[src/rtl/serial_subtractor.sv]
// Bit-serial unsigned subtractor: one bit per clock, LSB first, WIDTH cycles per operation.
// Outputs are registered and update only when a result completes.

module serial_sub_cell (
  input  logic a_i,
  input  logic b_i,
  input  logic br_i,
  output logic d_o,
  output logic br_o
);
  assign d_o  = a_i ^ b_i ^ br_i;
  assign br_o = (~a_i & b_i) | (~(a_i ^ b_i) & br_i);
endmodule

module serial_subtractor #(
  parameter int WIDTH = 8
) (
  input  logic             clk,
  input  logic             rst_n,
  input  logic             start,
  input  logic [WIDTH-1:0] a,
  input  logic [WIDTH-1:0] b,
  output logic             busy,
  output logic             done,
  output logic [WIDTH-1:0] diff,
  output logic             borrow_out
);
  localparam int CW = $clog2(WIDTH + 1);

  typedef enum logic [1:0] {IDLE, RUN, DONE} state_t;

  state_t           state_q;
  logic [WIDTH-1:0] a_sh_q, b_sh_q, res_sh_q;
  logic [WIDTH-1:0] res_sh_d, d_msb;
  logic             br_q, bit_d, br_d;
  logic [CW-1:0]    cnt_q;
  logic             last_bit;
  logic             busy_q, done_q, borrow_q;
  logic [WIDTH-1:0] diff_q;

  serial_sub_cell u_cell (
    .a_i  (a_sh_q[0]),
    .b_i  (b_sh_q[0]),
    .br_i (br_q),
    .d_o  (bit_d),
    .br_o (br_d)
  );

  // New bit enters at the MSB so the first processed bit ends up at bit 0.
  always_comb begin
    d_msb            = '0;
    d_msb[WIDTH-1]   = bit_d;
    res_sh_d         = (res_sh_q >> 1) | d_msb;
  end

  assign last_bit = (cnt_q == CW'(WIDTH - 1));

  always_ff @(posedge clk) begin
    if (!rst_n) begin
      state_q  <= IDLE;
      a_sh_q   <= '0;
      b_sh_q   <= '0;
      res_sh_q <= '0;
      br_q     <= 1'b0;
      cnt_q    <= '0;
      busy_q   <= 1'b0;
      done_q   <= 1'b0;
      diff_q   <= '0;
      borrow_q <= 1'b0;
    end else begin
      done_q <= 1'b0;
      case (state_q)
        IDLE, DONE: begin
          if (start) begin
            a_sh_q  <= a;
            b_sh_q  <= b;
            br_q    <= 1'b0;
            cnt_q   <= '0;
            busy_q  <= 1'b1;
            state_q <= RUN;
          end else begin
            state_q <= IDLE;
          end
        end
        RUN: begin
          a_sh_q   <= a_sh_q >> 1;
          b_sh_q   <= b_sh_q >> 1;
          br_q     <= br_d;
          res_sh_q <= res_sh_d;
          cnt_q    <= cnt_q + CW'(1);
          // Result becomes visible only here, never mid-shift.
          if (last_bit) begin
            state_q  <= DONE;
            busy_q   <= 1'b0;
            done_q   <= 1'b1;
            diff_q   <= res_sh_d;
            borrow_q <= br_d;
          end
        end
        default: state_q <= IDLE;
      endcase
    end
  end

  assign busy       = busy_q;
  assign done       = done_q;
  assign diff       = diff_q;
  assign borrow_out = borrow_q;
endmodule

[config.mk]
export PLATFORM = sky130hd
export DESIGN_NAME = serial_subtractor
export DESIGN_NICKNAME = d
export VERILOG_FILES = /design/src/rtl/serial_subtractor.sv
export SDC_FILE = /design/constraint.sdc
export NUM_CORES = 1
export LEC_CHECK = 0
export BUFFER_PORTS_ARGS = -buffer_cell sky130_fd_sc_hd__buf_2
export CORE_ASPECT_RATIO = 1.1
export CORE_MARGIN = 1
export CORE_UTILIZATION = 45
export CTS_CLUSTER_DIAMETER = 40
export DETAILED_ROUTE_END_ITERATION = 8
export GPL_TIMING_DRIVEN = 0
export PLACE_DENSITY = 0.69
export SLEW_MARGIN = 20
export SYNTH_ARGS = -nofsm -noshare
export SYNTH_HDL_FRONTEND = slang
export SYNTH_HIERARCHICAL = 1
export SYNTH_SLANG_ARGS = --single-unit
[constraint.sdc]
create_clock -name clk -period 1.2 [get_ports clk]
set_input_delay 0.12 -clock clk [delete_from_list [all_inputs] [get_ports clk]]
set_output_delay 0.12 -clock clk [all_outputs]
set_load 0.03 [all_outputs]
# After elaboration in Yosys (flattened, before gate mapping)
# Index checks and enable logic that the tools add are counted.
[word_totals]
regBits = 42
in_bits = 19
out_inout_bits = 11
wordCells = 46
[classes]
n_addsub = 1
eq_ne = 5
n_mux = 15
bitwise = 8
n_reduce_logical = 7
[ops]
columns = ["operator", "n"]
rows = [
  ["8-bit case mux with 2 select lines", 2],
  ["8-bit 2-to-1 mux", 2],
  ["7-bit by 8-bit bitwise OR with 8-bit output", 1],
  ["4-bit case mux with 2 select lines", 1],
  ["2-bit AND reduction", 3],
  ["1-bit 2-to-1 mux", 5],
  ["4-bit by 1-bit adder with 4-bit output, second input constant", 1],
  ["4-bit by 3-bit equality test with 1-bit output, second input constant", 1],
  ["4-bit 2-to-1 mux", 1],
  ["2-bit != test, second input constant", 2],
  ["1-bit case mux with 2 select lines", 2],
  ["2-bit case mux with 2 select lines", 1],
  ["3-bit AND reduction", 1],
  ["1-bit bitwise AND", 2],
  ["2-bit by 1-bit equality test with 1-bit output, second input constant", 1],
  ["2-bit equality test, second input constant", 1],
  ["2-bit logical NOT", 1],
  ["2-bit 2-to-1 mux", 1],
  ["1-bit inverter", 2],
  ["2-bit nonzero test", 1],
  ["2-bit OR reduction", 1],
  ["1-bit bitwise XOR", 2],
  ["1-bit bitwise OR", 1],
]

# Logic depth before layout (Yosys ltp)
# Gate-level depths: netlist of run 1.
[depth]
word_depth = 5
mapped_depth = 6
depth_no_buf = 5

# Modules after synthesis
# Netlist of run 1, hierarchy kept.
[modules_own_cells]
columns = ["module", "n_inst", "cells_per_inst", "area_per_inst_um2", "seq_area_each_um2"]
rows = [
  ["serial_subtractor", 1, 184, 1641.6, 820.8],
  ["serial_sub_cell", 1, 4, 31.3, 0.0],
]

# Least setup slack after synthesis of run 1
# OpenSTA, ideal clock, no wires.
[synth_path]
path_type = "register -> register"
from = "register state_q[0]"
to = "register borrow_q, in the netlist borrow_out"
setup_ps = 72
t_arrival_ps = 1170
t_required_ps = 1128
setup_slack_ps = -42
stages_incl_launch_ff = 7
n_path_buf = 3
synth_period_minus_slack_ps = 1242
cell_sequence = "dfxtp_1 nor2b_4 buf_6 and4_4 buf_6 buf_12 mux2i_1"
[synth_between]
elab_chain_len = 2
[synth_lines]
columns = ["item", "line", "rtl"]
rows = [
  ["from (decl)", "32", "state_t state_q;"],
  ["from (signal assigned)", "60", "state_q <= IDLE;"],
  ["from (signal assigned)", "80", "state_q <= RUN;"],
  ["from (signal assigned)", "82", "state_q <= IDLE;"],
  ["2-bit by 1-bit equality test with 1-bit output", "72", "case (state_q)"],
  ["2-bit AND reduction (no line)", "--", ""],
  ["to (signal assigned)", "97", "borrow_q <= br_d;"],
  ["to (decl)", "38", "logic busy_q, done_q, borrow_q;"],
]
# Every way passes these cells.
# A chain may end at the register's enable or synchronous reset.

# Worst setup path in the final report of run 1
[layout_path]
from = "register state_q[0]"
to = "register diff_q[7], in the netlist diff[7]"
[layout_between]
elab_chain_len = 2
[layout_lines]
columns = ["item", "line", "rtl"]
rows = [
  ["2-bit by 1-bit equality test with 1-bit output", "72", ""],
  ["2-bit AND reduction (no line)", "--", ""],
  ["to (signal assigned)", "96", "diff_q <= res_sh_d;"],
  ["to (decl)", "39", "logic [WIDTH-1:0] diff_q;"],
]
# Every way passes these cells.

==> results of run 1 <==
## report_power, final
part | internal (mW) | switching (mW) | total (mW)
combinational | 0.227 | 0.226 | 0.453
sequential | 1.41 | 0.0350 | 1.45
clock | 0.424 | 0.457 | 0.882
## cells by family after synthesis
group | count (synthesis) | share of synthesized area (%)
muxes | 11 | 6.66
and+or+nand+nor | 67 | 18.7
adders and majority gates | 2 | 1.94
AOI/OAI and AO/OA | 45 | 16.3
DFF | 41 | 49.1
buffers and inverters | 22 | 7.33
## cell type report
type / count / area share (%)
plain buffers: 14 / 5.64
multi-input cells: 125 / 36.9
flip-flops and latches: 41 / 35.8
clock buffers: 5 / 1.63
inverters: 5 / 0.813
repair buffers: 47 / 15.1
clock inverters: 2 / 1.52
well taps: 48 / 2.60
## cell usage in the layout, fill, tap and decap left out, types with 2 or more instances in the layout
| cell type | n |
|---|---|
| a21oi_2 | 3 |
| a22oi_2 | 14 |
| dfxtp_2 | 4 |
| clkbuf_1 | 4 |
| inv_1 | 4 |
| clkbuf_4 | 7 |
| a21oi_1 | 24 |
| and2_4 | 2 |
| nand2b_1 | 2 |
| nand3_1 | 20 |
| dfxtp_1 | 37 |
| nand2_1 | 37 |
| mux2i_1 | 10 |
| buf_6 | 8 |
| dlygate4sd3_1 | 2 |
| buf_12 | 4 |
| buf_4 | 9 |
| buf_2 | 29 |
## final timing paths
path | end | cells after the start | start
setup / recovery | diff[7] | 5 | state_q[0]
hold / removal | b_sh_q[6] | 3 | b[6]
setup reg to reg | diff[7] | 5 | state_q[0]
hold reg to reg | diff[4] | 2 | diff[4]
## state kept, by name, indices dropped and copies added, names as in the netlist
register	cells
a_sh_q	8
b_sh_q	8
diff	8
res_sh_q	7
cnt_q	4
state_q	2
borrow_out	1
br_q	1
busy	1
done	1
## metal layers
layer / routed length [um] / share of wire (%) / global-route usage, %
met5: 0 / 0 / 0
met4: 48 / 1.2 / 6.10
met3: 177 / 4.4 / 6.65
met2: 2050 / 51 / 38.6
met1: 1710 / 43 / 26.4
## what timing repair did
action	CTS	global route
hold buffers	2	0
resized for setup	36	20
hold endpoints to repair	2	0
endpoints found under the setup margin	32	40
gates cloned	2	1
pin swaps	3	8
buffers inserted	14	1
## worst max-delay path, delay by kind of cell (launching register included)
kind	cells	cell delay, ps
mux	1	160
buf+inv	2	230
flops	1	350
simple gates	2	450
==> results.toml, run 1 <==
[synthesis]
synth_seq_cells = 41
netlist_top_cells_count = "41 x dfxtp_1, 38 x nand2_1, 27 x a21oi_1"
synthesis.nets = 209
yosys-top-cells-area = "dfxtp_1 49%, nand2_1 8.5%, a21oi_1 8.1%, a22oi_1 6.3%, mux2i_1 6.0%"
async_flop_share_pct = 0
synth_edf_count = 0
syn_area_um2 = 1670
yosysTopAreaCellShare_pct = 49.1
yosys.area.top_type = "dfxtp_1"
yosysWarnings = 6
netlist_instances = 188
synth.avg_cell_area_um2 = 8.90
synth_cell_types = 26
ys_seq_area_share_pct = 49.1
synth_ff_type = "dfxtp_1"
yosysMostFrequentCell = "dfxtp_1"

[power]
p_per_area_nw_per_um2 = 1210
ir_drop_uv = 799
total_power_mw = 2.78
cellLeakagePower_nw = 0.889

[die]
die_area_um2 = 3970
rows = 22
start_util_pct = 48.6
fp.dieH_um = 65.9
die_width_um = 60.1
fp.coreArea_um2 = 3440
ioPinCount = 30

[cells_and_area]
seqCellArea_um2 = 826
n_antenna_cell = 0
syn_to_final_growth_pct = 37.9
multiInputGateArea_um2 = 851
nets = 260
final_cells = 287
final_core_util_pct = 67.1
fillers = 280
drive_gt1_share_pct = 39.3
fin_area_um2 = 2310

[drt]
drc = 0
totalWireLength_um = 3990
antenna_left = 0
wire_per_inst_um = 13.9
vias_per_cell = 5.28
vias = 1516
firstDrtPassIters = 4
dr.first_iter.drc_count = 87

[clocking]
clk_pin_slew_ps = 120
cts_buffer_depth = 2
clock_latency_ps = 360
cts_buffers = 5
cts.sinks = 41
htreeDepth = 2
root_buffer = "clkbuf_4"
cts_tree = "yes"

[grt]
grt-ovfl-total = 0
grt_start_max_net_pins = 13
grt_pass1_vias = 1413
grt_pass1_wl_um = 6610
antenna_found_initial = 0
grtUsageTotal_pct = 22.4

[sta]
fin_skew_ps = 10.4
worst_hold_slack_ps = 22.0
worst_slack_ps = -52.4
rsz0062_at_grt = "yes"
tightestPinTransition_ps = 532
slew_viol_final = 0
min_period_ps = 1250
relSlewSlack_pct = 64.5
period_share_pct = 104
hold_viol_final = 0
fmaxAchievable_mhz = 798
setup_viol = 12
setup-tns-final_ps = -359

[hold_path]
holdCritPathClass = "in -> reg"

[place]
gp_congestion = 0.731
dpl_cell_area_um2 = 1880
place_hpwl_um = 2320
dpl_worst_slack_ps = -95.8
post-place-cells = 264
io_buffers = 28

[critical_path]
cpPeakStageDelay_ps = 350
path_common_cell = "buf_12"
critPathArrivalTime_ps = 1550
endpoint_kind = "flip-flop"
path_cells = "nor2b_4 -> and4_4 -> buf_12 -> buf_12 -> mux2i_1"
reg2reg_slack_ps = -50
worst_ep_required_time_ps = 1500
cpMaxStageDelayCell = "dfxtp_2"
critPathLaunchType = "flip-flop"
worst-setup-path-type = "reg -> reg"
cp_max_fo = 5

[run_status]
outcome = "finished with violations"
violations = "setup timing"

[run]
max_cap_viol_count = 0
No activity file was read; power rests on OpenSTA's default activity.
==> run 2, diff against run 1 <==
--- a/config.mk
+++ b/config.mk
@@ -18,3 +18,4 @@
 export SYNTH_HDL_FRONTEND = slang
 export SYNTH_HIERARCHICAL = 1
 export SYNTH_SLANG_ARGS = --single-unit
+export TNS_END_PERCENT = 50
==> run 2 against run 1 <==
  * Die area is the same
  * Largest cell class is now sequential cells
  * Combinational power shrank 24%
  * Routed wire length decreased by 11%
  * Clock power fell by 26%
  * Cell area shrank 9.8%
  * The flow still finishes with violations (setup timing)
  * Core utilization is 6.5 points lower
  * Worst setup slack worse by 12 ps
  * Largest power group unchanged
==> results.toml, run 2 (synthesized netlist as in run 1, its figures left out) <==
[clocking]
cts_buffer_depth = 2
clk_pin_slew_ps = 110
cts.sinks = 41
cts_buffers = 5
root_buffer = "clkbuf_4"
htreeDepth = 2
clock_latency_ps = 340
cts_tree = "yes"

[grt]
antenna_found_initial = 0
grt_pass1_vias = 1277
use_met1_pct = 24.5
grt_busiest_layer = "met2"
grt_pass1_wl_um = 5690
grt-ovfl-total = 0
grt_start_max_net_pins = 12
met3_usage_pct = 4.70
grt.met2_usage_pct = 30.1
grtUsageTotal_pct = 19.1

[sta]
setup_viol = 11
hold_viol_final = 0
slew_viol_final = 0
fin_skew_ps = 2.02
worst_slack_ps = -64.1
fmaxAchievable_mhz = 791
rsz0062_at_grt = "yes"
period_share_pct = 105
worst_hold_slack_ps = 43.6
tightestPinTransition_ps = 534
relSlewSlack_pct = 64.4
min_period_ps = 1260

[run]
max_cap_viol_count = 0

[place]
gp_congestion = 0.745
io_buffers = 28
dpl_worst_slack_ps = -114
place_hpwl_um = 2300

[critical_path]
cp_max_fo = 6
worst_ep_required_time_ps = 1480
path_cells = "nor2b_4 -> buf_6 -> and4_4 -> clkbuf_16 -> mux2i_1"
reg2reg_slack_ps = -60
worst-setup-path-type = "reg -> reg"
endpoint_kind = "flip-flop"
critPathArrivalTime_ps = 1540
cpMaxStageDelayCell = "dfxtp_2"
cpPeakStageDelay_ps = 360
critPathLaunchType = "flip-flop"

[drt]
vias = 1470
firstDrtPassIters = 4
totalWireLength_um = 3550
antenna_left = 0
vias_per_cell = 5.25
dr.first_iter.drc_count = 59
wire_per_inst_um = 12.7
drc = 0

[run_status]
outcome = "finished with violations"
violations = "setup timing"

[cells_and_area]
drive_gt1_share_pct = 31.9
final_core_util_pct = 60.5
layout_common_cells = "38 x nand2_1, 34 x dfxtp_1, 30 x buf_2"
n_antenna_cell = 0
final_common_cell = "nand2_1"
syn_to_final_growth_pct = 24.5
nets = 252
fillers = 345

[die]
start_util_pct = 48.6
die_width_um = 60.1
ioPinCount = 30
fp.dieH_um = 65.9
die_area_um2 = 3970
rows = 22
fp.coreArea_um2 = 3440

[hold_path]
holdCritPathClass = "in -> reg"

[power]
cellLeakagePower_nw = 0.806
p_per_area_nw_per_um2 = 1170
ir_drop_uv = 817
[run 2: power by group]
group | switching, mW | internal (mW) | leakage [nW]
Clock | 0.421 | 0.234 | 0.0265
Sequential | 0.0305 | 1.41 | 0.337
Combinational | 0.190 | 0.156 | 0.443
Total | 0.642 | 1.80 | 0.806
[run 2: final timing paths]
check                                  to        from  cells past startpoint
worst max register to register    diff[0]  state_q[0]                      5
worst max-delay path              diff[0]  state_q[0]                      5
worst min-delay path            b_sh_q[2]        b[2]                      3
worst min register to register    diff[1]     diff[1]                      2
[run 2: cell type report]
class                           instances  area, um^2  area share [%]
Buffer                                 15         116            5.59
Multi-Input combinational cell        125         771            37.0
Sequential cell                        41         830            39.8
Tap cell                               48        60.1            2.88
Inverter                                5        18.8           0.901
Clock buffer                            8        48.8            2.34
Timing Repair Buffer                   38         238            11.4
[run 2: metal layers]
metal | up-vias | share of wire, % | routed length (um)
met1 | 687 | 45 | 1610
met4 | 0 | 1.4 | 48
met5 | - | 0 | 0
met3 | 5 | 4.6 | 162
met2 | 42 | 49 | 1730
li1 | 736 | - | -
[run 2: worst max-delay path: cells and delay by family (launching register included)]
| family | cells | cell delay, ps |
|---|---|---|
| AND/OR/NAND/NOR | 2 | 410 |
| multiplexers | 1 | 160 |
| buffers and inverters | 2 | 270 |
| flip-flops | 1 | 360 |
[run 2: timing repair]
item                                    4_1_cts  5_1_grt
buffers inserted                              4        3
resized for setup                            12       20
hold buffers                                  2        0
hold endpoints to repair                      2        0
gates cloned                                  0        1
pin swaps                                     0        2
endpoints found under the setup margin       32       24
[run 2: per-stage QoR]
stage / cells / power (mW) / cell area, um^2 / TNS [ps]
2_1_floorplan: 188 / 1.66 / 1680 / -85.6
3_3_place_gp: 264 / 1.75 / 1880 / -1360
3_5_place_dp: 264 / 1.76 / 1880 / -1510
4_1_cts: 277 / 2.43 / 2000 / -897
5_1_grt: 280 / 2.57 / 2080 / -1260
6_report: 280 / 2.45 / 2080 / -352
